==> config.mk <==
export PLATFORM = sky130hd
export DESIGN_NAME = nec_ir_transmitter
export DESIGN_NICKNAME = d
export VERILOG_FILES = /design/src/rtl/nec_pkg.sv /design/src/rtl/nec_tick_timer.sv /design/src/rtl/nec_ir_transmitter.sv
export SDC_FILE = /design/constraint.sdc
export NUM_CORES = 1
export LEC_CHECK = 0
export BUFFER_PORTS_ARGS = -buffer_cell sky130_fd_sc_hd__buf_2
export CORE_ASPECT_RATIO = 0.5
export CORE_MARGIN = 8
export CORE_UTILIZATION = 39
export DETAILED_ROUTE_END_ITERATION = 12
export GPL_ROUTABILITY_DRIVEN = 0
export PLACE_DENSITY = 0.68
export SETUP_SLACK_MARGIN = 0.05
export SLEW_MARGIN = 15
export SYNTH_ARGS = -nofsm -noshare
export SYNTH_HDL_FRONTEND = slang
export SYNTH_SLANG_ARGS = --single-unit
==> constraint.sdc <==
create_clock -name nec_clk -period 2.5 [get_ports nec_clk]
set_input_delay 0.5 -clock nec_clk [delete_from_list [all_inputs] [get_ports nec_clk]]
set_output_delay 0.5 -clock nec_clk [all_outputs]
set_load 0.01 [all_outputs]
==> src/rtl/nec_pkg.sv <==
// Shared NEC protocol timing (in 56.25 us nec_clk ticks) and transmitter state encoding.
// irReceiver thresholds derive from the same constants.
package nec_pkg;

   localparam int NEC_TICK_NS = 56250;

   localparam int LEAD_MARK  = 160;
   localparam int LEAD_SPACE = 80;
   localparam int RPT_SPACE  = 40;
   localparam int BIT_MARK   = 10;
   localparam int ZERO_SPACE = 10;
   localparam int ONE_SPACE  = 30;
   localparam int GAP_TICKS  = 711;

   localparam int CNT_W   = 10;
   localparam int CNT_MAX = (2 ** CNT_W) - 1;

   typedef enum logic [2:0] {
      IDLE,
      LMARK,
      LSPACE,
      BMARK,
      BSPACE,
      SMARK,
      GAP
   } tx_state_t;

   // A state lasting n ticks loads n-1 and leaves when the counter reads 0.
   function automatic logic [CNT_W-1:0] ticks_ld(input int n);
      return CNT_W'(n - 1);
   endfunction

endpackage

==> src/rtl/nec_tick_timer.sv <==
// Loadable down-counter timing each NEC symbol; holds at zero until reloaded.
module nec_tick_timer #(
   parameter int W = 10
) (
   input  logic         clk_i,
   input  logic         rst_i,
   input  logic         load_i,
   input  logic [W-1:0] load_val_i,
   output logic [W-1:0] count_o,
   output logic         expired_o
);

   logic [W-1:0] count_q;
   logic [W-1:0] count_d;

   always_comb begin
      count_d = count_q;
      if (load_i) begin
         count_d = load_val_i;
      end else if (count_q != '0) begin
         count_d = count_q - 1'b1;
      end
   end

   always_ff @(posedge clk_i or posedge rst_i) begin
      if (rst_i) begin
         count_q <= '0;
      end else begin
         count_q <= count_d;
      end
   end

   assign count_o   = count_q;
   assign expired_o = (count_q == '0);

endmodule

==> src/rtl/nec_ir_transmitter.sv <==
// NEC IR frame generator: leader, 32 data bits MSB-first (or repeat code), stop burst, gap.
// ir_signal is baseband and active low; marks drive it to 0.
module nec_ir_transmitter
   import nec_pkg::*;
(
   input  logic        nec_clk,
   input  logic        reset,
   input  logic        start,
   input  logic        rpt,
   input  logic [31:0] code,
   output logic        ready,
   output logic        done,
   output logic        ir_signal
);

   if (LEAD_MARK > CNT_MAX || LEAD_SPACE > CNT_MAX || RPT_SPACE > CNT_MAX ||
       BIT_MARK > CNT_MAX || ZERO_SPACE > CNT_MAX || ONE_SPACE > CNT_MAX ||
       GAP_TICKS > CNT_MAX || LEAD_MARK < 1 || LEAD_SPACE < 1 || RPT_SPACE < 1 ||
       BIT_MARK < 1 || ZERO_SPACE < 1 || ONE_SPACE < 1 || GAP_TICKS < 1) begin : g_param_check
      $error("nec_ir_transmitter: timing constant outside 1..1023");
   end

   tx_state_t        state_q;
   logic [31:0]      code_q;
   logic             rpt_q;
   logic [4:0]       idx_q;
   logic             ready_q;
   logic             done_q;
   logic             ir_q;

   logic             tmr_load;
   logic [CNT_W-1:0] tmr_load_val;
   logic [CNT_W-1:0] tmr_count;
   logic             tmr_expired;
   logic             accept;

   assign accept = start && ready_q;

   nec_tick_timer #(
      .W (CNT_W)
   ) u_timer (
      .clk_i      (nec_clk),
      .rst_i      (reset),
      .load_i     (tmr_load),
      .load_val_i (tmr_load_val),
      .count_o    (tmr_count),
      .expired_o  (tmr_expired)
   );

   // Reload value is the duration of the state being entered.
   always_comb begin
      tmr_load     = 1'b0;
      tmr_load_val = '0;
      case (state_q)
         IDLE: begin
            tmr_load     = accept;
            tmr_load_val = ticks_ld(LEAD_MARK);
         end
         LMARK: begin
            tmr_load     = tmr_expired;
            tmr_load_val = rpt_q ? ticks_ld(RPT_SPACE) : ticks_ld(LEAD_SPACE);
         end
         LSPACE, BSPACE: begin
            tmr_load     = tmr_expired;
            tmr_load_val = ticks_ld(BIT_MARK);
         end
         BMARK: begin
            tmr_load     = tmr_expired;
            tmr_load_val = code_q[idx_q] ? ticks_ld(ONE_SPACE) : ticks_ld(ZERO_SPACE);
         end
         SMARK: begin
            tmr_load     = tmr_expired;
            tmr_load_val = ticks_ld(GAP_TICKS);
         end
         default: begin
            tmr_load     = 1'b0;
            tmr_load_val = '0;
         end
      endcase
   end

   always_ff @(posedge nec_clk or posedge reset) begin
      if (reset) begin
         state_q <= IDLE;
         code_q  <= '0;
         rpt_q   <= 1'b0;
         idx_q   <= '0;
         ready_q <= 1'b1;
         done_q  <= 1'b0;
         ir_q    <= 1'b1;
      end else begin
         done_q <= 1'b0;
         case (state_q)
            IDLE: begin
               if (accept) begin
                  code_q  <= code;
                  rpt_q   <= rpt;
                  ready_q <= 1'b0;
                  ir_q    <= 1'b0;
                  state_q <= LMARK;
               end
            end
            LMARK: begin
               if (tmr_expired) begin
                  ir_q    <= 1'b1;
                  state_q <= LSPACE;
               end
            end
            LSPACE: begin
               if (tmr_expired) begin
                  ir_q <= 1'b0;
                  if (rpt_q) begin
                     state_q <= SMARK;
                     done_q  <= (BIT_MARK == 1);
                  end else begin
                     idx_q   <= 5'd31;
                     state_q <= BMARK;
                  end
               end
            end
            BMARK: begin
               if (tmr_expired) begin
                  ir_q    <= 1'b1;
                  state_q <= BSPACE;
               end
            end
            BSPACE: begin
               if (tmr_expired) begin
                  ir_q <= 1'b0;
                  if (idx_q != 5'd0) begin
                     idx_q   <= idx_q - 5'd1;
                     state_q <= BMARK;
                  end else begin
                     state_q <= SMARK;
                     done_q  <= (BIT_MARK == 1);
                  end
               end
            end
            SMARK: begin
               // done is registered, so raise it one cycle ahead of the final tick
               if (!tmr_expired && tmr_count == CNT_W'(1)) begin
                  done_q <= 1'b1;
               end
               if (tmr_expired) begin
                  ir_q    <= 1'b1;
                  state_q <= GAP;
               end
            end
            GAP: begin
               if (tmr_expired) begin
                  ready_q <= 1'b1;
                  state_q <= IDLE;
               end
            end
            default: begin
               ir_q    <= 1'b1;
               ready_q <= 1'b1;
               state_q <= IDLE;
            end
         endcase
      end
   end

   assign ready     = ready_q;
   assign done      = done_q;
   assign ir_signal = ir_q;

endmodule

==> results of run 1 <==
critical path: stages (launching register included):
cell,delay (ps)
dfrtp_1,460
nor4_4,500
nand3_4,290
nor3_4,350
and2_4,210
a41oi_2,110
cells in the mapped netlist, types with 2 or more instances:
cell type,instances
dfstp_2,2
xor2_1,2
clkbuf_1,3
nand3_1,4
xnor2_1,5
nand2_1,115
mux4_2,6
nand2b_1,3
a211oi_1,2
a31oi_1,4
o22ai_1,2
mux2i_1,8
o21a_1,2
nor4_4,2
buf_2,9
nor2b_1,4
nor2_1,16
and2_1,2
inv_1,7
nor3_1,9
nor4_1,3
o211ai_1,2
a21o_1,3
buf_1,3
dfrtp_1,52
o21ai_0,5
ha_1,5
a21oi_1,13
worst paths after layout:
| kind | end | slack (ps) | depth (start not counted) |
|---|---|---|---|
| min reg2reg | code_q[30] | 480 | 2 |
| min in group nec_clk | code_q[13] | 400 | 3 |
| max reg2reg | idx_q[4] | 430 | 5 |
| max | idx_q[4] | 430 | 5 |
| max in group asynchronous | ready | 1700 | 3 |
| min | code_q[13] | 160 | 2 |
cell type report:
cell class                      instances  area, um2
Timing Repair Buffer                   46        250
Multi-Input combinational cell        237       1440
Sequential cell                        54       1350
Tap cell                               96        120
Clock inverter                          2       13.8
Clock buffer                            6        129
Fill cell                             729       3930
Inverter                                7       26.3
layer usage:
layer  vias to the layer above  track usage (%)  share of wire [%]
met5                         -                0                  0
met4                         0             3.66               0.79
met3                         6             2.46                2.7
met2                        32             20.3                 48
met1                      1093             16.3                 49
li1                       1140                -                  -
metrics by stage:
stage	cell area (um2)	util, %	setup slack [ps]
after floorplan	2900	-	591
after global placement	3190	43.9	496
after detailed placement	3190	43.9	445
after CTS	3330	45.9	415
after global routing	3330	45.9	282
final	3330	45.9	434
state kept, by name (all words and copies together) (netlist names):
signal / count
rpt_q: 1
code_q: 32
ir_signal: 1
idx_q: 5
ready: 1
state_q: 3
done: 1
u_timer.count_o: 10
power groups by stage:
stage	registers [uW]	logic, uW	clock network [uW]
after floorplan	890	13.4	0
after global placement	890	46.7	0
after detailed placement	890	47.8	0
after CTS	873	48.0	694
after global routing	873	52.8	724
final	873	46.1	679
cell families after synthesis:
logic type / synth area share [%]
and+or+nand+nor: 26.9
AOI/OAI and AO/OA: 10.9
buffers and inverters: 3.88
DFF: 46.6
adders and majority gates: 2.15
muxes: 7.41
xor gates and xnor gates: 2.11
==> results.ini, run 1 <==
[status]
run_status = completed

[clock_network]
cts_num_sinks = 54
htree_levels = 2
cts_tree = yes
clk_pin_slew_ps = 70
cts_buffers = 5
cts_buffer_depth = 2
cts-root-buf = clkbuf_16
post_cts.repair.setup_buffers = 0
cts-resized-gates = 0
ctsHoldBuffers = 0
clock_latency_ps = 290

[pwr]
swShare_pct = 20.7
seq_power_share_pct = 54.6
p_leak_uw = 0.00162
p_int_uw = 1270
cellPowerDensity_nw_per_um2 = 479
p_clk_share_pct = 42.5
total_power_uw = 1600
ir_drop_uv = 279
combPwrFrac_pct = 2.9
p_switching_uw = 331

[timing]
hold_slack_ps = 157
hold_violations = 0
rsz0062_at_grt = false
fin_worst_skew_ps = 4.06
max_freq_mhz = 484
drv_slew = 0
tns_ps = 0
timing.final.crit_share_pct = 82.6
setup_viol = 0
relSlewSlack_pct = 49.8
finalCriticalPeriod_ps = 2070
worst_pin_slew_ps = 752

[critical_path]
cp.arrival_ps = 2220
start_kind = flop
critPathKind = reg -> reg
r2r-start = u_timer.count_o[4]
worstPathMaxFanout = 16
startpoint = u_timer.count_o[4]
crit_required_ps = 2660
end_kind = flop

[final_layout]
layout.nets = 392
diodes = 0
area_growth_pct = 14.8
final_cell_mix = nand2_1, dfrtp_1, buf_2
final_cells = 448
layout_commonest_cell = nand2_1
drive_gt1_share_pct = 21.0

[yosys]
synth_edf_count = 0
yosys_register_bits = 54
synthCells = 315
synth_top_area_share_pct = 44.8
yosysSeqAreaShare_pct = 46.6
yosysTopAreaCell = dfrtp_1
avgSynthCellArea_um2 = 9.22
synth_area_um2 = 2900
synth_flop_cell = dfrtp_1
syn-num-nets = 356
synthTopCellsByArea = dfrtp_1, nand2_1, mux4_2, mux2i_1, a21oi_1
synthArstFlopShare_pct = 100
synth_warnings = 0
synth_cell_types = 50

[detailed_routing]
via_per_inst = 5.07
wl_um = 6350
drc = 0
wl_per_cell_um = 14.2
drt_iter0_drc = 119
first_pass_iters = 4
num_vias = 2271
ant_nets = 0

[worst_hold_path]
hold_path_class = in -> async

[grt]
grt_pass1_wl_um = 11400
track_usage_pct = 12.4
grt_max_degree = 22
grt_overflow = 0
grt_pass1_vias = 2407
antenna_found_initial = 0

[flow_run]
maxCapViolCount = 0

[placed_design]
dp_cells = 440
place_hpwl_um = 4820
numPortBuffers = 38

[floorplanning]
design.core.area_um2 = 7270
start_util_pct = 40.0
die_h_um = 77.0
die-width_um = 138
ios = 39
dieArea_um2 = 10600
rows = 22

No activity file was read; power rests on OpenSTA's default activity.
==> inputs of run 2 (changes only) <==
--- a/config.mk
+++ b/config.mk
@@ -5,6 +5,7 @@
 export SDC_FILE = /design/constraint.sdc
 export NUM_CORES = 1
 export LEC_CHECK = 0
+export ABC_AREA = 1
 export BUFFER_PORTS_ARGS = -buffer_cell sky130_fd_sc_hd__buf_2
 export CORE_ASPECT_RATIO = 0.5
 export CORE_MARGIN = 8
==> constraint.sdc (replaced) <==
create_clock -name nec_clk -period 2.15 [get_ports nec_clk]
set_input_delay 0.43 -clock nec_clk [delete_from_list [all_inputs] [get_ports nec_clk]]
set_output_delay 0.43 -clock nec_clk [all_outputs]
set_load 0.01 [all_outputs]
==> run 2 against run 1 <==
Compared with the run above: clock skew up 1.4 ps; synthesized cell count up 24%; fmax up 12%; critical path type unchanged; largest power group unchanged.
==> results.ini, run 2 <==
[critical_path]
start_kind = flop
cp.arrival_ps = 2070
path_depth = 10
end_kind = flop
worstPathMaxFanout = 11
crit_family = simple AND/OR/NAND/NOR gates
crit_required_ps = 2370
crit_chain = inv_1, ha_1, nand3_1, nor2_2, nand2_2, nor2_4, nor2_4, inv_2, o21ai_0, a21oi_2
crit_top_cell = nor2_4
slowest_stage = dfrtp_1
reg2reg_depth = 10
critPathKind = reg -> reg
max_stage_delay_ps = 380
cp.buffers_inverters = 2

[timing]
drv_slew = 0
relSlewSlack_pct = 69.6
timing.final.crit_share_pct = 85.9
worst_pin_slew_ps = 456
setup_viol = 0
rsz0062_at_grt = false
tns_ps = 0
finalCriticalPeriod_ps = 1850
hold_violations = 0
max_freq_mhz = 541
fin_worst_skew_ps = 5.46

[floorplanning]
start_util_pct = 40.9
die_h_um = 78.5
ios = 39
design.core.area_um2 = 7460
die-width_um = 141
dieArea_um2 = 11100
rows = 22

[pwr]
cellPowerDensity_nw_per_um2 = 543
p_int_uw = 1510
p_leak_uw = 0.00173
p_clk_share_pct = 43.1
ir_drop_uv = 313
seq_power_share_pct = 54.0
combPwrFrac_pct = 2.9
p_switching_uw = 373
swShare_pct = 19.9

[grt]
grt_max_degree = 35
antenna_found_initial = 0
grt_pass1_wl_um = 11600
grt_pass1_vias = 2557
track_usage_pct = 12.3
grt_overflow = 0

[yosys]
yosysSeqAreaShare_pct = 44.4
synth-adder-area-share_pct = 2.05
synth_area_um2 = 3050
synth_flop_cell = dfrtp_1
synth_common_cells = nand2_1, dfrtp_1, inv_1
synth_warnings = 0
synth_xor_xnor_area_share_pct = 2.59
synth_top_area_share_pct = 42.7
synthTopCellsByArea = dfrtp_1, nand2_1, inv_1, nand3_1, o21ai_1
yosys_register_bits = 54
synth_top_family_by_area = simple AND/OR/NAND/NOR gates
synth_cell_types = 33
yosysMostFrequentCell = nand2_1
synth_compound_area_share_pct = 10.3
syn-num-nets = 433
yosys.area_share.simple_pct = 30.8
synth_edf_count = 0
synth_mux_area_share_pct = 0
synthCells = 392
avgSynthCellArea_um2 = 7.78
synthArstFlopShare_pct = 100
yosysTopAreaCell = dfrtp_1

[clock_network]
clk_pin_slew_ps = 60
cts-resized-gates = 0
post_cts.repair.setup_buffers = 0
cts_buffers = 5
cts_tree = yes
cts-root-buf = clkbuf_16
clock_latency_ps = 290
cts_num_sinks = 54
htree_levels = 2
cts_buffer_depth = 2
ctsHoldBuffers = 0

[final_layout]
layout_commonest_cell = nand2_1
area_growth_pct = 13.5
final_cell_mix = nand2_1, dfrtp_1, inv_1
drive_gt1_share_pct = 18.9
largest_reg_flops = 32
regMostFlops = code_q
layout.nets = 469
diodes = 0
fin_area_um2 = 3460

[detailed_routing]
via_per_inst = 4.68
ant_nets = 0
first_pass_iters = 4
drt_iter0_drc = 174
num_vias = 2512
drc = 0
wl_per_cell_um = 11.9
wl_um = 6410

[placed_design]
postPlaceCellArea_um2 = 3310
place_hpwl_um = 4790
numPortBuffers = 38

[worst_hold_path]
hold_path_class = in -> async

[status]
run_status = completed

[flow_run]
maxCapViolCount = 0

-- run 2: per-stage QoR --
step / utilization [%] / worst slack, ps / cells / power [uW] / hold WS, ps
2_1_floorplan: - / 409 / 392 / 1050 / 437
3_3_place_gp: 44.4 / 361 / 529 / 1090 / 450
3_5_place_dp: 44.4 / 314 / 529 / 1090 / 456
4_1_cts: 46.4 / 302 / 537 / 1900 / 166
5_1_grt: 46.4 / 109 / 537 / 1930 / 191
6_report: 46.4 / 303 / 537 / 1880 / 148
-- run 2: layout make-up --
class	instances	area, um2
multi-input cells	274	1400
inverters	50	190
flip-flops and latches	54	1350
fillers	745	4000
well taps	108	135
repair buffers	43	240
clock buffers	8	146
-- run 2: metal layers --
| layer | track usage, % | vias up | wire, um |
|---|---|---|---|
| met1 | 16.2 | 1152 | 3270 |
| met5 | 0 | - | 0 |
| met4 | 2.87 | 0 | 43 |
| met2 | 20.6 | 42 | 2850 |
| li1 | - | 1314 | - |
| met3 | 2.41 | 4 | 234 |
-- run 2: path summary, 6_finish.rpt --
kind,startpoint,endpoint,slack [ps]
max,u_timer.count_o[0],u_timer.count_o[6],300
min,reset,code_q[10],150
max reg2reg,u_timer.count_o[0],u_timer.count_o[6],300
min reg2reg,code_q[25],code_q[25],470
max in group asynchronous,reset,ready,1400
min in group nec_clk,code[21],code_q[21],330
-- run 2: power groups by stage --
| stage | registers [uW] | logic (uW) | clock network (uW) |
|---|---|---|---|
| 6_report | 1020 | 55.0 | 810 |
| 5_1_grt | 1010 | 64.2 | 849 |
| 4_1_cts | 1020 | 57.4 | 822 |
| 3_5_place_dp | 1030 | 57.2 | 0 |
| 3_3_place_gp | 1030 | 56.5 | 0 |
| 2_1_floorplan | 1030 | 16.0 | 0 |
-- run 2: cell families (layout without fill, tap and decap cells) --
group / Yosys count / after routing
AO/OA/AOI/OAI: 56 / 56
XOR/XNOR: 9 / 9
adder cells (fa/ha/maj): 5 / 5
buffers and inverters: 64 / 101
flip-flops: 54 / 54
AND/OR/NAND/NOR: 204 / 204
